`src/rtl/mem_port_arbiter.sv`:
```
// mem_port_arbiter
// ----------------------------------------------------------------------------
// Shares the single memory/MMIO port of the mmu between two requesters: the
// instruction-fetch port (if_*) and the load/store port (d_*). The block
// handles one transaction at a time. It holds the m_* signals bit-stable while
// the mmu stalls, and it returns the read data to the requester that won.
//
// Transaction flow: IDLE (grant) -> ACCESS (m_* driven, wait on m_wait)
//                   -> RESP (rvalid pulse) -> IDLE
// With m_wait low, a grant in cycle N produces rvalid in cycle N+2.
//
// Ports
//   clock, RST                 clock and synchronous active-high reset
//   if_req/if_addr             fetch request, held high until if_gnt
//   if_gnt/if_rvalid/if_rdata  fetch grant pulse, data-valid pulse, data
//   d_req/d_we/d_addr/         load/store request, held high until d_gnt
//   d_wdata/d_be
//   d_gnt/d_rvalid/d_rdata     load/store grant pulse, response pulse, data
//                              (d_rdata is 0 on a store acknowledge)
//   m_addr/m_wdata/m_be/m_we   to mmu vaddr/data/byteena/memWE
//   m_wait/m_rdata             from mmu memWait/q (q is valid one cycle
//                              after the access is accepted)
//   busy                       high whenever a transaction is in flight
//
// Parameters
//   STARVE_LIMIT  consecutive data grants allowed while a fetch is pending
//                 before the fetch is forced through (1..15)
//
// Configuration macro
//   MEM_ARB_ROUND_ROBIN_EN  when defined, the two requesters alternate under
//                           contention. The starvation counter is removed.
//                           When undefined, data has priority and the
//                           starvation limit applies.
// ----------------------------------------------------------------------------
module mem_port_arbiter #(
  parameter int STARVE_LIMIT = 4
) (
  input  logic        clock,
  input  logic        RST,

  input  logic        if_req,
  input  logic [31:0] if_addr,
  output logic        if_gnt,
  output logic        if_rvalid,
  output logic [31:0] if_rdata,

  input  logic        d_req,
  input  logic        d_we,
  input  logic [31:0] d_addr,
  input  logic [31:0] d_wdata,
  input  logic [3:0]  d_be,
  output logic        d_gnt,
  output logic        d_rvalid,
  output logic [31:0] d_rdata,

  output logic [31:0] m_addr,
  output logic [31:0] m_wdata,
  output logic [3:0]  m_be,
  output logic        m_we,
  input  logic        m_wait,
  input  logic [31:0] m_rdata,

  output logic        busy
);

  typedef enum logic [1:0] {
    IDLE   = 2'd0,
    ACCESS = 2'd1,
    RESP   = 2'd2
  } state_t;

  state_t      state;
  logic        lat_is_d;     // winner of the in-flight transaction
  logic        lat_we;       // the in-flight transaction is a store
  logic [31:0] if_rdata_q;   // last delivered fetch data
  logic [31:0] d_rdata_q;    // last delivered load data / store ack

`ifdef MEM_ARB_ROUND_ROBIN_EN
  logic        last_d;       // 1: data won the previous grant, 0: fetch did
`else
  localparam logic [3:0] LIMIT = 4'(STARVE_LIMIT);
  logic [3:0]  starve_cnt;
`endif

  // Arbitration. Grants are issued only in IDLE and never in a reset cycle.
  always_comb begin
    if_gnt = 1'b0;
    d_gnt  = 1'b0;
    if (state == IDLE && !RST) begin
`ifdef MEM_ARB_ROUND_ROBIN_EN
      if (if_req && d_req) begin
        if (last_d) if_gnt = 1'b1;
        else        d_gnt  = 1'b1;
      end else begin
        if_gnt = if_req;
        d_gnt  = d_req;
      end
`else
      // Data wins unless the pending fetch has been passed over LIMIT times.
      if (d_req && !(if_req && starve_cnt == LIMIT)) d_gnt  = 1'b1;
      else if (if_req)                               if_gnt = 1'b1;
`endif
    end
  end

`ifdef MEM_ARB_ROUND_ROBIN_EN
  always_ff @(posedge clock) begin
    if (RST)         last_d <= 1'b0;
    else if (if_gnt) last_d <= 1'b0;
    else if (d_gnt)  last_d <= 1'b1;
  end
`else
  // The counter is cleared whenever no fetch is waiting. It saturates as a
  // guard, although the forced fetch normally keeps it at or below LIMIT.
  always_ff @(posedge clock) begin
    if (RST)                     starve_cnt <= 4'd0;
    else if (!if_req || if_gnt)  starve_cnt <= 4'd0;
    else if (d_gnt && starve_cnt != 4'hF)
                                 starve_cnt <= starve_cnt + 4'd1;
  end
`endif

  // Sequencer. The m_* signals are registered so they stay bit-stable for
  // as long as m_wait holds the access.
  always_ff @(posedge clock) begin
    if (RST) begin
      state      <= IDLE;
      lat_is_d   <= 1'b0;
      lat_we     <= 1'b0;
      m_addr     <= 32'h0;
      m_wdata    <= 32'h0;
      m_be       <= 4'h0;
      m_we       <= 1'b0;
      if_rdata_q <= 32'h0;
      d_rdata_q  <= 32'h0;
    end else begin
      case (state)
        // IDLE -> ACCESS: latch the winner's request
        IDLE: begin
          if (d_gnt) begin
            state    <= ACCESS;
            lat_is_d <= 1'b1;
            lat_we   <= d_we;
            m_addr   <= d_addr;
            m_wdata  <= d_wdata;
            m_be     <= d_be;
            m_we     <= d_we;
          end else if (if_gnt) begin
            state    <= ACCESS;
            lat_is_d <= 1'b0;
            lat_we   <= 1'b0;
            m_addr   <= if_addr;
            m_wdata  <= 32'h0;
            m_be     <= 4'hF;
            m_we     <= 1'b0;
          end
        end
        // ACCESS -> RESP: the mmu accepts the access when m_wait drops
        ACCESS: begin
          if (!m_wait) begin
            state <= RESP;
            m_be  <= 4'h0;
            m_we  <= 1'b0;
          end
        end
        // RESP -> IDLE: capture the returned data so it holds afterwards
        RESP: begin
          state <= IDLE;
          if (lat_is_d) d_rdata_q  <= lat_we ? 32'h0 : m_rdata;
          else          if_rdata_q <= m_rdata;
        end
        default: state <= IDLE;
      endcase
    end
  end

  // m_rdata is valid only during RESP. It is forwarded in that cycle and the
  // captured copy is shown in every other cycle.
  assign if_rvalid = (state == RESP) && !lat_is_d && !RST;
  assign d_rvalid  = (state == RESP) &&  lat_is_d && !RST;
  assign if_rdata  = if_rvalid ? m_rdata : if_rdata_q;
  assign d_rdata   = d_rvalid ? (lat_we ? 32'h0 : m_rdata) : d_rdata_q;
  assign busy      = (state != IDLE);

endmodule

```
`config.mk`:
```
export PLATFORM = sky130hd
export DESIGN_NAME = mem_port_arbiter
export DESIGN_NICKNAME = d
export VERILOG_FILES = /design/src/rtl/mem_port_arbiter.sv
export SDC_FILE = /design/constraint.sdc
export NUM_CORES = 1
export LEC_CHECK = 0
export ABC_AREA = 1
export CAP_MARGIN = 10
export CORE_ASPECT_RATIO = 0.5
export CORE_MARGIN = 4
export CORE_UTILIZATION = 45
export DETAILED_ROUTE_END_ITERATION = 8
export HOLD_SLACK_MARGIN = 0.02
export PLACE_DENSITY_LB_ADDON = 0.15
export SETUP_SLACK_MARGIN = 0.2
export SLEW_MARGIN = 40
export SYNTH_ARGS = -nofsm -noshare
export SYNTH_HDL_FRONTEND = slang
export SYNTH_SLANG_ARGS = --single-unit
```
`constraint.sdc`:
```
create_clock -name clock -period 2.5 [get_ports clock]
set_input_delay 0.5 -clock clock [delete_from_list [all_inputs] [get_ports clock]]
set_output_delay 0.5 -clock clock [all_outputs]
set_load 0.1 [all_outputs]
```
Word level (Yosys, flattened, before mapping). Index checks and enable logic that the tools add are counted.

Output and inout port bits: 138. Word-level logic and storage cells: 66. Register bits: 141.

Equality and inequality tests: 6. Reductions and logical operators: 23. Bitwise gates (word level): 1. Muxes and demuxes: 25. $add $sub $neg: 1.

Operators with widths (number): two-way mux 32 bit (7); two-way mux 4 bit (3); two-way mux 1 bit (9); logical AND 1 bit (8); case mux 4 bit (2 select lines) (1); AND reduction 2 bit (4); two-way mux 2 bit (3); nonzero test 2 bit (3); adder 4 x 1 -> 4 bit, second input constant (1); equality test 4 x 3 -> 1 bit, second input constant (1); logical NOT 1 bit (4); != test 4 bit, second input constant (1); case mux 2 bit (2 select lines) (1); != test 3 bit, second input constant (1); AND reduction 3 bit (1); equality test 2 x 1 -> 1 bit, second input constant (1); equality test 2 bit, second input constant (1); logical NOT 2 bit (1); != test 2 bit, second input constant (1); case mux 1 bit (2 select lines) (1); OR reduction 2 bit (1); logical OR 1 bit (1); inverter 1 bit (1).

Logic depth before layout (Yosys ltp). Gate-level depths: netlist of run 1.

Word-level depth: 9. Mapped depth: 12. Gate-level depth less buffers: 11.

Worst setup path after synthesis of run 1. Ideal clock, no wire load.

Path type: input-to-output. Start: input port RST. End: output port if_rdata[22]. Buffers on the path: 3. Required time: 2000 ps. Arrival: 3413 ps. Stages on the path: 5. Setup slack: -1413 ps. Cells stage by stage: buf_2 > nor4_1 > buf_2 > buf_2 > o21ai_0.

Word-level cells in the longest chain between the ends: 3.

Ends and longest elaborated chain: start: declaration (line 39) `input logic RST,`; logical NOT 1 bit (line 179) `assign if_rvalid = (state == RESP) && !lat_is_d && !RST;`; logical AND 1 bit (line 179); named net if_rvalid (line 44) `output logic if_rvalid,`; two-way mux 32 bit (line 181) `assign if_rdata = if_rvalid ? m_rdata : if_rdata_q;`; end: declaration (line 45) `output logic [31:0] if_rdata,`.

The timed path passes the listed nets, and every way through them passes these cells.

Worst setup path in the final report of run 1.
Start: register state[0]. End: output port d_rdata[14].

Word-level cells in the longest chain between the ends: 4.

Ends and longest elaborated chain: start: declaration (line 72) `state_t state;`; start signal: assignment (line 127) `state <= IDLE;`; start signal: assignment (line 141) `state <= ACCESS;`; start signal: assignment (line 149) `state <= ACCESS;`; equality test 2 bit (line 180) `assign d_rvalid = (state == RESP) && lat_is_d && !RST;`; logical AND 1 bit (2 in series) (line 180); two-way mux 32 bit (line 182) `assign d_rdata = d_rvalid ? (lat_we ? 32'h0 : m_rdata) : d_rdata_q;`; end: declaration (line 54) `output logic [31:0] d_rdata,`.

Every way passes these cells.

==> flow_metrics.tcl, run 1 <==
set metrics [dict create \
    critPathArrivalTime_ns 2.02 \
    io_pins 276 \
    min-delay-path-class "input port to flop" \
    drt_wl_total_microns 30700 \
    grt_antenna_before_repair 0 \
    place_congestion 0.830 \
    cp_data_required_time_ns 2.00 \
    fin_util_pct 90.0 \
    drt_first_pass_iters 7 \
    initial_utilization_pct 47.4 \
    synth_area_per_cell_sq_um 7.14 \
    ant_nets 0 \
    synth-compound-area-share_pct 17.9 \
    tritoncts.num_buffers 17 \
    stdcell_area_sq_um 11800 \
    ys_seq_elements 141 \
    cts.sinks 141 \
    fin_crit_ns 2.52 \
    irDropWorstVdd_mv 0.611 \
    status "finished with violations" \
    vias 7887 \
    crit_path_start_kind "flop" \
    finalSetupViolations 13 \
    cts_tree "yes" \
    worst_hold_slack_ns 0.334 \
    ys.warnings.count 0 \
    post-place-cells 1273 \
    numPortBuffers 275 \
    setup_tns_ns -0.0933 \
    slew_viol_final 0 \
    cts_hold_buf 0 \
    power.total_mw 7.42 \
    grt_max_degree 82 \
    synth-edff-count 0 \
    layout-drive-gt1-share_pct 28.2 \
    num_antenna_cells 0 \
    yosysUniqueCellTypes 25 \
    track_usage_pct 34.0 \
    synthAdderAreaFrac_pct 0.404 \
    async_flop_share_pct 0 \
    fp.dieArea_sq_um 15800 \
    synth.yosys.seq_area_share_pct 45.6 \
    cp_max_fo 8 \
    dp_hpwl_microns 14600 \
    clock-skew-final_ns 0.0110 \
    drv_cap 0 \
    path_class "flop to primary output" \
    cts_max_level 4 \
    core_area_sq_um 13100 \
    post_dp_cell_area_sq_um 10300 \
    fp.dieW_microns 174 \
    fp.dieH_microns 91.0 \
    drc 0 \
    grt_overflow 0 \
    final_cell_count_no_fill 1335 \
    vias_per_cell 5.91 \
    timing.final.ws_setup_ns -0.0192 \
    rows 29 \
    synth_area_sq_um 6190 \
    synth_top_family_by_area "simple AND/OR/NAND/NOR gates" \
    root_buffer "clkbuf_16" \
    leakagePower_nw 4.83 \
    initialDrtViolationCount 716 \
    clockBufferDepth 2 \
    syn2layout_area_growth_pct 89.7 \
    fmax_mhz 397 \
    synth_simple_gate_area_share_pct 23.1 \
    fin_crit_sh_pct 101 \
    powerDensity_nw_per_um2 632 \
    avgRoutedWirePerCell_microns 23.0 \
    clk_latency_ns 0.43 \
    clkTransAtPathRegs_ns 0.06 \
    tightestPinTransition_ns 0.732 \
    grt_pass1_vias 7716 \
    rsz0062_at_grt "yes" \
    syn_inst 868 \
    yosys.area_share.xor_xnor_pct 0.141 \
    nets 1295 \
    grt_pass1_wl_microns 42800 \
    dp_slack_ns 0.188 \
    failed_checks "negative setup slack" \
    synth_fp_nets 1008 \
    relSlewSlack_pct 51.2 \
    worstSetupEndpointType "primary output" \
    ys.flop_type "dfxtp_1" \
    synthMuxAreaShare_pct 0 \
    hold_viol 0 \
]
path summary, 6_finish.rpt:
path / cells past startpoint / to / startpoint / slack, ns
min: 2 / state[1]$_SDFFE_PP0P_ / RST / 0.33
max reg2reg: 12 / m_we$_SDFFE_PP0P_ / state[0]$_SDFFE_PP0P_ / 0.39
max: 6 / d_rdata[14] / state[0]$_SDFFE_PP0P_ / -0.02
min reg2reg: 2 / m_wdata[22]$_SDFFE_PP0P_ / m_wdata[22]$_SDFFE_PP0P_ / 0.46
cells by family after synthesis:
kind of cell,count (synthesis)
AND/OR/NAND/NOR,348
buffers and inverters,204
AO/OA/AOI/OAI,172
flip-flops,141
adder cells (fa/ha/maj),2
XOR/XNOR,1
where the power goes:
part           leakage (nW)  switching (mW)  internal (mW)
Combinational          3.38            1.53          0.675
Sequential             1.15          0.0720           2.36
Clock                 0.302            1.03           1.76
Total                  4.83            2.63           4.79
registers in the layout, indices dropped and copies added (netlist names):
register    cells
lat_is_d        1
starve_cnt      4
m_addr         32
state           2
m_we            1
d_rdata_q      32
m_be            4
m_wdata        32
if_rdata_q     32
lat_we          1
critical path, cell delays in order, from the launching register on:
cell,delay (ns)
dfxtp_4,0.37
nor4_4,0.33
buf_4,0.22
nand2_8,0.11
buf_16,0.20
o22ai_4,0.15
buf_12,0.20
layout make-up:
| class | count | area, sq um |
|---|---|---|
| repair buffers | 325 | 4060 |
| multi-input cells | 523 | 3460 |
| flip-flops and latches | 141 | 2830 |
| fillers | 541 | 1310 |
| inverters | 147 | 557 |
| clock buffers | 18 | 429 |
| well taps | 170 | 213 |
| clock inverters | 11 | 194 |
layer usage:
layer	part of all wire [%]	wire length [microns]	vias to the layer above	GRT usage (%)
met1	34	10400	3582	36.3
met5	0	0	-	0
met2	47	14500	683	60.1
met3	11	3310	231	9.67
met4	8.0	2450	0	21.3
li1	-	-	3391	-
Yosys cell counts, drive strengths merged (4+ instances only):
master  number  area share [%]
buf         22             1.9
a21oi       41             3.3
o31ai       33             4.0
inv        147             8.9
dfxtp      141              46
nor2       108             6.6
o32ai       32             4.5
o22ai       32             3.2
nand2      185              11
clkbuf      35             2.1
nand4        4            0.40
o21ai       33             2.7
nor3         4            0.32
nand3       45             3.9
layout by cell type, fill, tap and decap left out, types with 2 or more instances in the layout:
cell type,count
nand2_1,155
inv_1,140
dfxtp_1,138
clkdlybuf4s50_1,136
nor2_1,106
buf_4,96
buf_12,71
nand3_1,43
a21oi_1,41
o31ai_1,33
o22ai_4,32
o32ai_1,32
o21ai_4,22
clkbuf_16,19
nand2_2,18
buf_16,16
nand2_4,10
o21ai_2,10
inv_2,6
bufinv_16,5
nand4_1,4
dfxtp_4,3
buf_6,3
nor2_4,2
inv_6,2
nand2_8,2
nor3_1,2
nor3_2,2
ha_1,2
clkinv_2,2
clkinv_4,2
repair_timing:
item | CTS | global route
pin swaps | 6 | 1
endpoints found under the setup margin | 67 | 67
buffers inserted | 17 | 3
resized for setup | 61 | 18
cloned | 11 | 2
Power figures use the tool's default switching activity.
==> run 2, diff against run 1 <==
--- a/config.mk
+++ b/config.mk
@@ -14,6 +14,7 @@
 export HOLD_SLACK_MARGIN = 0.02
 export PLACE_DENSITY_LB_ADDON = 0.15
 export SETUP_SLACK_MARGIN = 0.2
+export SKIP_LAST_GASP = 1
 export SLEW_MARGIN = 40
 export SYNTH_ARGS = -nofsm -noshare
 export SYNTH_HDL_FRONTEND = slang
==> results of run 2 <==
No change in the layout: final DEF, timing and power equal those of run 1.
==> run 3, diff against run 2 <==
--- a/config.mk
+++ b/config.mk
@@ -6,7 +6,6 @@
 export NUM_CORES = 1
 export LEC_CHECK = 0
 export ABC_AREA = 1
-export CAP_MARGIN = 10
 export CORE_ASPECT_RATIO = 0.5
 export CORE_MARGIN = 4
 export CORE_UTILIZATION = 45
==> results of run 3 <==
No change in the layout: final DEF, timing and power equal those of run 1.
